File: config.mk
export PLATFORM = sky130hd
export DESIGN_NAME = io_register_bank
export DESIGN_NICKNAME = d
export VERILOG_FILES = /design/src/rtl/io_register_bank.sv
export SDC_FILE = /design/constraint.sdc
export NUM_CORES = 1
export LEC_CHECK = 0
export ABC_CLOCK_PERIOD_IN_PS = 2150
export BUFFER_PORTS_ARGS = -buffer_cell sky130_fd_sc_hd__buf_2
export CAP_MARGIN = 20
export CORE_MARGIN = 2
export CORE_UTILIZATION = 58
export DETAILED_ROUTE_END_ITERATION = 8
export GPL_ROUTABILITY_DRIVEN = 0
export GPL_TIMING_DRIVEN = 0
export PLACE_DENSITY = 0.8
export SYNTH_ARGS = -nofsm -noshare
export SYNTH_HDL_FRONTEND = slang
export SYNTH_HIERARCHICAL = 1
export SYNTH_SLANG_ARGS = --single-unit
File: constraint.sdc
create_clock -name clk -period 2.15 [get_ports clk]
set_input_delay 0.1075 -clock clk [delete_from_list [all_inputs] [get_ports clk]]
set_output_delay 0.1075 -clock clk [all_outputs]
set_load 0.03 [all_outputs]
File: src/rtl/io_register_bank.sv
// Register bank: constants V0/V1, general registers and FIFO-backed I/O channels
// behind two combinational read ports and one write port.

module io_register_bank_fifo #(
  parameter int unsigned WIDTH = 8,
  parameter int unsigned DEPTH = 2
) (
  input  logic             clk,
  input  logic             rst,
  input  logic             push,
  input  logic [WIDTH-1:0] push_data,
  input  logic             pop,
  output logic [WIDTH-1:0] head,
  output logic             empty,
  output logic             full
);
  localparam int unsigned PTR_W = $clog2(DEPTH);
  localparam int unsigned CNT_W = PTR_W + 1;

  logic [WIDTH-1:0] mem_q [DEPTH];
  logic [WIDTH-1:0] mem_d [DEPTH];
  logic [PTR_W-1:0] rptr_q, rptr_d, wptr_q, wptr_d;
  logic [CNT_W-1:0] cnt_q, cnt_d;
  logic             do_push, do_pop;

  // Flags come from registered count only, so a full FIFO refuses a push
  // even when a pop happens in the same cycle.
  always_comb begin
    empty = (cnt_q == '0);
    full  = (cnt_q == CNT_W'(DEPTH));
    head  = mem_q[rptr_q];
  end

  always_comb begin
    do_push = push && !full;
    do_pop  = pop && !empty;
    mem_d   = mem_q;
    rptr_d  = rptr_q;
    wptr_d  = wptr_q;
    cnt_d   = cnt_q;
    if (do_push) begin
      mem_d[wptr_q] = push_data;
      wptr_d        = wptr_q + PTR_W'(1);
    end
    if (do_pop) begin
      rptr_d = rptr_q + PTR_W'(1);
    end
    case ({do_push, do_pop})
      2'b10:   cnt_d = cnt_q + CNT_W'(1);
      2'b01:   cnt_d = cnt_q - CNT_W'(1);
      default: cnt_d = cnt_q;
    endcase
  end

  always_ff @(posedge clk or posedge rst) begin
    if (rst) begin
      mem_q  <= '{default: '0};
      rptr_q <= '0;
      wptr_q <= '0;
      cnt_q  <= '0;
    end else begin
      mem_q  <= mem_d;
      rptr_q <= rptr_d;
      wptr_q <= wptr_d;
      cnt_q  <= cnt_d;
    end
  end
endmodule

module io_register_bank #(
  parameter int unsigned WORD_SIZE  = 8,
  parameter int unsigned NUM_GPR    = 2,
  parameter int unsigned NUM_PORTS  = 4,
  parameter int unsigned FIFO_DEPTH = 2,
  parameter int unsigned ADDR_W     = $clog2(2 + NUM_GPR + NUM_PORTS)
) (
  input  logic                          clk,
  input  logic                          rst,
  input  logic                          rd_valid,
  input  logic [ADDR_W-1:0]             rd_addr_a,
  input  logic [ADDR_W-1:0]             rd_addr_b,
  output logic                          rd_ready,
  output logic [WORD_SIZE-1:0]          rd_data_a,
  output logic [WORD_SIZE-1:0]          rd_data_b,
  input  logic                          wr_valid,
  input  logic [ADDR_W-1:0]             wr_addr,
  input  logic [WORD_SIZE-1:0]          wr_data,
  output logic                          wr_ready,
  input  logic [NUM_PORTS-1:0]          rx_valid,
  input  logic [NUM_PORTS*WORD_SIZE-1:0] rx_data,
  output logic [NUM_PORTS-1:0]          rx_ready,
  output logic [NUM_PORTS-1:0]          tx_valid,
  output logic [NUM_PORTS*WORD_SIZE-1:0] tx_data,
  input  logic [NUM_PORTS-1:0]          tx_ready
);
  localparam int unsigned PORT_BASE = 2 + NUM_GPR;

  logic [WORD_SIZE-1:0] gpr_q [NUM_GPR];
  logic [WORD_SIZE-1:0] gpr_d [NUM_GPR];
  logic [WORD_SIZE-1:0] rx_head [NUM_PORTS];
  logic [NUM_PORTS-1:0] sel_a, sel_b, sel_w;
  logic [NUM_PORTS-1:0] rx_empty, rx_full, tx_empty, tx_full;
  logic [NUM_PORTS-1:0] rx_push, rx_pop, tx_push, tx_pop;
  logic                 rd_fire, wr_fire;

  always_comb begin
    sel_a = '0;
    sel_b = '0;
    sel_w = '0;
    for (int unsigned k = 0; k < NUM_PORTS; k++) begin
      sel_a[k] = (rd_addr_a == ADDR_W'(PORT_BASE + k));
      sel_b[k] = (rd_addr_b == ADDR_W'(PORT_BASE + k));
      sel_w[k] = (wr_addr == ADDR_W'(PORT_BASE + k));
    end
  end

  // A port named by both operands is OR-ed into one pop.
  always_comb begin
    rd_ready = ~|((sel_a | sel_b) & rx_empty);
    rd_fire  = rd_valid && rd_ready;
    rx_pop   = (sel_a | sel_b) & {NUM_PORTS{rd_fire}};
    wr_ready = ~|(sel_w & tx_full);
    wr_fire  = wr_valid && wr_ready;
    tx_push  = sel_w & {NUM_PORTS{wr_fire}};
    rx_ready = ~rx_full;
    rx_push  = rx_valid & rx_ready;
    tx_valid = ~tx_empty;
    tx_pop   = tx_valid & tx_ready;
  end

  always_comb begin
    rd_data_a = '0;
    rd_data_b = '0;
    if (rd_addr_a == ADDR_W'(1)) rd_data_a = WORD_SIZE'(1);
    if (rd_addr_b == ADDR_W'(1)) rd_data_b = WORD_SIZE'(1);
    for (int unsigned g = 0; g < NUM_GPR; g++) begin
      if (rd_addr_a == ADDR_W'(2 + g)) rd_data_a = gpr_q[g];
      if (rd_addr_b == ADDR_W'(2 + g)) rd_data_b = gpr_q[g];
    end
    for (int unsigned k = 0; k < NUM_PORTS; k++) begin
      if (sel_a[k]) rd_data_a = rx_head[k];
      if (sel_b[k]) rd_data_b = rx_head[k];
    end
  end

  always_comb begin
    gpr_d = gpr_q;
    for (int unsigned g = 0; g < NUM_GPR; g++) begin
      if (wr_fire && (wr_addr == ADDR_W'(2 + g))) gpr_d[g] = wr_data;
    end
  end

  always_ff @(posedge clk or posedge rst) begin
    if (rst) gpr_q <= '{default: '0};
    else     gpr_q <= gpr_d;
  end

  for (genvar k = 0; k < NUM_PORTS; k++) begin : g_chan
    io_register_bank_fifo #(
      .WIDTH(WORD_SIZE),
      .DEPTH(FIFO_DEPTH)
    ) u_rx (
      .clk      (clk),
      .rst      (rst),
      .push     (rx_push[k]),
      .push_data(rx_data[k*WORD_SIZE +: WORD_SIZE]),
      .pop      (rx_pop[k]),
      .head     (rx_head[k]),
      .empty    (rx_empty[k]),
      .full     (rx_full[k])
    );

    io_register_bank_fifo #(
      .WIDTH(WORD_SIZE),
      .DEPTH(FIFO_DEPTH)
    ) u_tx (
      .clk      (clk),
      .rst      (rst),
      .push     (tx_push[k]),
      .push_data(wr_data),
      .pop      (tx_pop[k]),
      .head     (tx_data[k*WORD_SIZE +: WORD_SIZE]),
      .empty    (tx_empty[k]),
      .full     (tx_full[k])
    );
  end
endmodule

Yosys cells after proc, flatten, opt, wreduce, memory -nomap -nowiden:

Index checks and enable logic that the tools add are counted.

* register bits after elaboration: 176
* input bits: 61
* output and inout port bits: 58
* word-level logic and storage cells: 301

* add/sub/neg operators: 32
* magnitude comparators: 24
* equal/unequal tests: 44
* multiplexer cells: 70
* bitwise logic cells: 25
* reductions and logical operators: 64

Operator list (count)
* $mux W8: 44
* $bwmux W16: 8
* $demux W8 S1: 8
* $eq A3 B3 Y1 const B: 12
* $eq A2 B2 Y1 const B: 16
* $ge A2 B2 Y1 const B: 16
* $not A1 Y2: 16
* $pmux W2 S2: 8
* $logic_and A1 B1 Y1: 28
* $and A4 B4 Y4: 6
* $eq A3 B2 Y1 const B: 6
* $logic_not A1 Y1: 18
* $add A1 B1 Y1 const B: 16
* $add A2 B1 Y2 const B: 8
* $eq A2 B1 Y1 const B: 8
* $logic_not A2 Y1: 8
* $lt A2 B1 Y1 const B: 8
* $reduce_bool A2 Y1: 8
* $sub A2 B1 Y2 const B: 8
* $not A4 Y4: 2
* $reduce_or A4 Y1: 2
* $eq A3 B1 Y1 const B: 2
* $or A4 B4 Y4: 1
* $mux W1: 2

Depth between registers and ports, before layout:

Gate-level depths: netlist of run 1.

* depth after elaboration: 10
* mapped depth: 11
* mapped depth without buffers: 9

By module:

Netlist of run 1, hierarchy kept.

By module, submodules not included
* io_register_bank_fifo: times used 8, cells each 61, area an instance 934.6 µm², sequential area each 500.5 µm²
* io_register_bank: times used 1, cells each 209, area an instance 1761.7 µm², sequential area each 400.4 µm²

Worst setup path before layout of run 1:

No wires, ideal clock.

* path type: in2reg
* start point: input rd_addr_a[2]
* end point: register g_chan[3].u_rx.cnt_q[1]
* library setup time: 0.079 ns
* arrival time: 1.818 ns
* required time: 2.071 ns
* path slack: 0.253 ns
* cell stages on the path: 9
* path buffers: 1
* path through: buf_2 -> nor2b_1 -> a22o_1 -> a211o_1 -> nor3_2 -> nor2b_1 -> ha_1 -> nor2_1 -> xor2_1

* word-level cells in the longest chain between the ends: 10
* elaborated cells between the ends (all ways): 15
* those cells by class: eq/ne (6); mux (1); bitwise (3); reduce/logical (5)

Ends and longest elaborated chain
* start: declaration: RTL line 80 `input logic [ADDR_W-1:0] rd_addr_a,`
* $eq A3 B3 Y1: RTL line 111 `sel_a[k] = (rd_addr_a == ADDR_W'(PORT_BASE + k));`
* $or A4 B4 Y4 (*): RTL line 119, 121
* $and A4 B4 Y4: RTL line 119 `rd_ready = ~|((sel_a | sel_b) & rx_empty);`
* $reduce_or A4 Y1: RTL line 119
* $logic_not A1 Y1: RTL line 119
* $logic_and A1 B1 Y1: RTL line 120 `rd_fire = rd_valid && rd_ready;`
* $and A4 B4 Y4 (*): RTL line 121 `rx_pop = (sel_a | sel_b) & {NUM_PORTS{rd_fire}};`
* named net rx_pop[3]: RTL line 103 `logic [NUM_PORTS-1:0] rx_push, rx_pop, tx_push, tx_pop;`
* $logic_and A1 B1 Y1 (*): RTL line 36 `do_pop = pop && !empty;`
* named net g_chan[3].u_rx.do_pop: RTL line 24 `logic do_push, do_pop;`
* $eq A2 B1 Y1 / $eq A2 B2 Y1 (equally long branches): RTL line 48 `case ({do_push, do_pop})`
* $pmux W2 S2 / $reduce_bool A2 Y1 (equally long branches)
* end signal: assignment: RTL line 65 `cnt_q <= cnt_d;`
* end: declaration: RTL line 23 `logic [CNT_W-1:0] cnt_q, cnt_d;`

Mark *: on every way through the listed nets, which the timed path passes. The rest lies on a longest branch.
A chain may end at the register's enable or synchronous reset.

==> run metrics, run 1 <==
grt ovf=0; Vias=6340; DR WL/cell=20.5 um; core area=15700 um2; ant diodes=0; sequential area share after synthesis=47.7%; hold endpoint=g_chan[2].u_tx/mem_q[2]; # DRC=0; DIE AREA=17000 um2; Crit path top cell by count=buf_6; Final Hold Fails=0; worst skew pair latency=430 ps; Post-synth EDFFs=0; final worst slack=-81.0 ps; reg2reg end=g_chan[0].u_rx/cnt_q[1]; Min-Delay Path Class=in -> reg; CP Capture Type=output pin; register bit total from synthesis=176; Avg Cell Area, Syn=13.3 um2; area share of the leading cell type in the synthesized netlist=47.7%; Hold Crit Depth=2; crit path launch type=register; total track usage=26.6%; pwr dens=1550 nW/um2; DP Worst Slack=-89.2 ps; # Max-Cap Violations=0; VDD IR-drop max=0.000897 V; Root Driver=clkbuf_16; largest net degree at the start of global routing=21; clk sinks=176; async set-reset flop share out of synthesis=100%; fin. max-slew vios=0; CTS Buf Count=17; HPWL Detailed=15.3 mm; CTS clock-pin slew for the worst setup and hold paths=70 ps; Detailed Routing Iterations Pass 1=7; synth top area cells=dfrtp_1 (48%), mux2_2 (19%), mux2_4 (10%), xnor2_1 (2.3%), a221oi_1 (1.8%); RSZ-0062 raised after global routing=yes; outcome=finished, violations left; die width=130 um; number of global-route vias before repair=6582; R2R cell count=7; ys flop type=dfrtp_1; setup violators final=12; initial drt markers=522; Slew HR=45.5%; violated checks=setup timing; CTS tree=done; WP data required=2040 ps; worst path cell trace=buf_6 > mux2_4 > mux4_2 > nand2_2 > o31ai_4 > buf_6; initial antenna violation count=0; Core Util, Final=73.1%; nets=942; worst hold margin=118 ps; row count=46; global-route wire length before repair=34.3 mm; final worst path period share=104%; H-tree depth=4; CP max stage cell=mux4_2; vias per cell=5.76; Initial Util=58.8%; Hold Crit Start=wr_data[2]; Syn. warnings=6; worst slew pin tran=817 ps; Critical Path AT=2120 ps; clock skew=11.0 ps; Post-Syn Nets=766; share of cells above drive strength 1=53.0%; area delta synth->final=24.4%; R2R Setup Slk=70 ps; Ports=119; remaining antenna violation count=0; post-layout minimum cycle time=2230 ps; worst reg2reg path startpoint=g_chan[2].u_rx/cnt_q[0]; critical path class=reg -> out; PortBufs=115; final wirelength=22.6 mm; die height=130 um; max frequency=448 MHz; critical path's largest stage delay=490 ps; most frequent cells after synthesis=dfrtp_1 (176), mux2_2 (159), mux2_4 (64), nor2_1 (35), inv_1 (29); Pleak=5.38 nW; synthesized cell area=9240 um2; clk buf depth=2; Crit Path Max Fanout=5; Yosys top cell by area=dfrtp_1; most common cell in the netlist=dfrtp_1; Syn Inst Count=697; Yosys cell types=46
[through the flow]
stage / total power (W) / std cells / cell area [um2] / TNS (ps)
3_5_place_dp: 0.0137 / 1028 / 10100 / -243
5_1_grt: 0.0187 / 1101 / 11500 / -1430
2_1_floorplan: 0.0118 / 697 / 9240 / 0
3_3_place_gp: 0.0133 / 1028 / 10100 / -65.4
4_1_cts: 0.0173 / 1094 / 11200 / -351
6_report: 0.0178 / 1101 / 11500 / -604
[registers in the layout (all words and copies together) (netlist names)]
signal	flops
g_chan.u_rx/cnt_q	8
g_chan.u_rx/mem_q	64
g_chan.u_rx/rptr_q	4
g_chan.u_rx/wptr_q	4
g_chan.u_tx/cnt_q	8
g_chan.u_tx/mem_q	64
g_chan.u_tx/rptr_q	4
g_chan.u_tx/wptr_q	4
gpr_q	16
[placed cells by master, fill, tap and decap left out, drive strengths merged, types with 5 or more instances in the layout]
cell         count
mux2           223
dfrtp          176
buf            150
nor2            35
inv             35
dlygate4sd3     33
clkbuf          26
xnor2           24
nand2           20
nor2b           20
a221oi          19
xor2            16
nand2b          10
o21ai           10
and3             9
a21oi            8
nand3b           8
ha               8
mux2i            7
nor3             6
o22ai            5
[report_power, final]
| part | internal, W | switching (W) | leakage, nW | total [W] |
|---|---|---|---|---|
| clock | 0.00182 | 0.00131 | 0.288 | 0.00313 |
| sequential | 0.00487 | 0.00106 | 2.13 | 0.00593 |
| combinational | 0.00445 | 0.00430 | 2.96 | 0.00875 |
[metal layers]
metal	share of wire, %	global-route usage, %
met1	41	33.3
met2	49	45.0
met3	6.6	7.46
met4	2.9	8.16
met5	0	0
[critical path, delay by kind of cell, from the launching register on]
kind | cells | cell delay [ps]
muxes | 2 | 800
and+or+nand+nor | 1 | 110
buffers and inverters | 2 | 300
DFF | 1 | 410
AOI/OAI and AO/OA | 1 | 80
[how the worst max path moves through the flow]
| stage | startpoint | to | slack [ps] |
|---|---|---|---|
| global route | g_chan[2].u_rx/rptr_q | rd_data_a[0] | -150 |
| detailed placement | rd_addr_b[1] | g_chan[1].u_rx/cnt_q[1] | -90 |
| finish | g_chan[2].u_rx/rptr_q | rd_data_a[0] | -80 |
| CTS | g_chan[2].u_rx/rptr_q | rd_data_a[0] | -50 |
| global placement | rd_addr_a[1] | g_chan[0].u_rx/cnt_q[1] | -40 |
| floorplan | rd_addr_a[2] | g_chan[3].u_rx/cnt_q[1] | 250 |
[kinds of logic after synthesis]
logic type | count (synthesis) | share of synthesized area [%]
muxes | 232 | 31.0
buffers and inverters | 62 | 3.48
AOI/OAI and AO/OA | 61 | 4.85
DFF | 176 | 47.7
and+or+nand+nor | 118 | 8.10
adders and majority gates | 8 | 1.08
xor gates and xnor gates | 40 | 3.79
[layout make-up]
| class | count | area (um2) |
|---|---|---|
| flip-flops and latches | 176 | 4410 |
| repair buffers | 157 | 1050 |
| plain buffers | 31 | 230 |
| well taps | 216 | 270 |
| inverters | 31 | 116 |
| clock inverters | 10 | 126 |
| multi-input cells | 459 | 4820 |
| clock buffers | 21 | 470 |
| fillers | 979 | 4220 |
[what timing repair did]
item,CTS,global route
setup buffers,2,6
endpoints found under the hold margin,240,0
pin swaps,7,17
hold buffers,33,0
setup endpoints to repair,16,30
cloned,0,1
gates resized for setup,45,61
Note: power is estimated with default switching activity, not from simulation.
==> run 2: changes to the inputs <==
- CORE_MARGIN: 2 -> unset
==> run metrics, run 2 (same netlist as run 1, synthesis figures left out) <==
fin. max-slew vios=0 (unchanged); DIE AREA=16400 um2 (-3.0%); clock skew=9.38 ps (-1.60 ps); critical path's largest stage delay=420 ps (-70 ps); worst hold margin=103 ps (-14.6 ps); CP Buf/Inv Count=2 (unchanged); die width=128 um (-1.5%); worst skew pair latency=430 ps (about the same); critical path depth in cells=6 (unchanged); WP data required=2040 ps (about the same); Crit Path Max Fanout=5 (unchanged); Crit path max-delay family=multiplexers; Vias=6387 (+0.74%); die height=128 um (-1.5%); # DRC=0 (unchanged); Cell Count, Final, Fillers Out=1094 (-0.64%); most common cell after layout, fill and taps aside=dfrtp_1; clk buf depth=2 (unchanged); PortBufs=115 (unchanged); RSZ-0062 raised after global routing=yes; core area=15400 um2 (-2.2%); reg2reg end=g_chan[1].u_rx/cnt_q[1]; total track usage=28.8% (+2.2 points); H-tree depth=4 (unchanged); nets=941 (-0.11%); final wirelength=22.7 mm (+0.60%); VDD IR-drop max=0.00103 V (+15%); Initial Util=60.1% (+1.3 points); commonest non-fill, non-tap cells in the layout=dfrtp_1 (175), mux2_2 (142), buf_2 (111); initial drt markers=480 (-8.0%); Hold Crit Start=wr_data[0]; pwr dens=1560 nW/um2 (+0.58%); setup violators final=15 (+3); # Max-Cap Violations=0 (unchanged); DR WL/cell=20.8 um (+1.2%); clk sinks=176 (unchanged); Ports=119 (unchanged); final worst path period share=106% (+2.3 points); CP max stage cell=dfrtp_1; worst reg2reg path startpoint=g_chan[2].u_rx/cnt_q[1]; Final Hold Fails=0 (unchanged); vias per cell=5.84 (+1.4%); top flop regs=g_chan.u_rx/mem_q (64), g_chan.u_tx/mem_q (64), gpr_q (16); worst slew pin tran=829 ps (+11.9 ps); number of global-route vias before repair=6650 (+1.0%); R2R cell count=7 (unchanged); dpl cells=1023 (-0.49%); CTS Buf Count=17 (unchanged); CTS tree=done; grt ovf=0 (unchanged); HPWL Detailed=15.1 mm (-1.0%); Root Driver=clkbuf_16; Hold Crit Depth=2 (unchanged); Detailed Routing Iterations Pass 1=7 (unchanged); ant diodes=0 (unchanged); critical path class=reg -> out; post-layout minimum cycle time=2280 ps (+49.9 ps); largest net degree at the start of global routing=21 (unchanged); Slew HR=44.7% (-0.79 points); row count=45 (-2.2%); outcome=finished, violations left; Pleak=5.36 nW (-0.42%); R2R Setup Slk=130 ps (+60 ps); CP Capture Type=output pin; initial antenna violation count=0 (unchanged); global-route wire length before repair=35.8 mm (+4.3%); DP Worst Slack=-159 ps (-69.5 ps); final worst slack=-131 ps (-49.9 ps); Core Util, Final=74.4% (+1.3 points); share of cells above drive strength 1=52.7% (-0.33 points); worst path cell trace=buf_6 > mux2_4 > mux2_2 > a221oi_2 > nor2_2 > buf_4; crit path launch type=register; max frequency=438 MHz (-2.2%); Critical Path AT=2170 ps (+50 ps); area delta synth->final=23.9%; hold endpoint=g_chan[1].u_tx/mem_q[0]; violated checks=setup timing; Min-Delay Path Class=in -> reg; total power=0.0178 W (+0.17%); remaining antenna violation count=0 (unchanged); CTS clock-pin slew for the worst setup and hold paths=60 ps (about the same)
[run 2: changes by cell type in the layout (fill, tap and decap cells not counted), sizes merged]
| cell | previous run | this run |
|---|---|---|
| bufinv | 2 | 4 |
| clkinvlp | 2 | 0 |
| inv | 35 | 33 |
| buf | 150 | 149 |
| clkinv | 2 | 3 |
[run 2: layer usage]
layer	part of all wire, %	global-route usage [%]
met2	51	49.5
met1	41	36.3
met3	6.2	5.97
met4	1.8	9.34
met5	0	0
[run 2: power breakdown]
| part | switching, W | leakage (nW) | internal [W] |
|---|---|---|---|
| Clock | 0.00127 | 0.304 | 0.00200 |
| Combinational | 0.00429 | 2.92 | 0.00437 |
| Sequential | 0.00105 | 2.13 | 0.00487 |
| Total | 0.00661 | 5.36 | 0.0112 |
[run 2: layout make-up]
class	instances	area [um2]
clock buffers	21	460
fillers	934	3930
flip-flops and latches	176	4410
clock inverters	9	156
plain buffers	31	230
multi-input cells	459	4780
repair buffers	156	1030
inverters	31	116
well taps	211	264
[run 2: worst reg2reg max path: stages, from the launching register on]
cell and delay, ps:
dfrtp_1 450, nor2_2 110, a221o_1 380, nor3_1 170
nor2b_2 270, ha_1 290, nor2_1 140, xor2_1 140
[run 2: timing repair]
action / in CTS / in global routing
setup buffers: 5 / 1
endpoints found under the hold margin: 240 / 0
pin swaps: 5 / 8
gates cloned: 1 / 1
setup endpoints to repair: 17 / 29
gates resized for setup: 55 / 38
hold buffers: 33 / 0
[run 2: how the worst max path moves through the flow]
stage / slack (ps) / end / start
6_report: -130 / rd_data_a[3] / g_chan[2].u_rx/rptr_q
5_1_grt: -170 / rd_data_b[5] / g_chan[2].u_rx/rptr_q
4_1_cts: -70 / rd_data_a[1] / g_chan[3].u_rx/rptr_q
3_5_place_dp: -160 / g_chan[1].u_rx/cnt_q[1] / rd_addr_b[1]
3_3_place_gp: -70 / g_chan[1].u_rx/cnt_q[1] / rd_addr_b[1]
2_1_floorplan: 250 / g_chan[3].u_rx/cnt_q[1] / rd_addr_a[2]
[run 2: stage by stage]
stage / setup TNS (ps) / cell area [um2]
after floorplan: 0 / 9240
after global placement: -119 / 10100
after detailed placement: -459 / 10100
after CTS: -383 / 11300
after global routing: -1850 / 11400
final: -959 / 11400
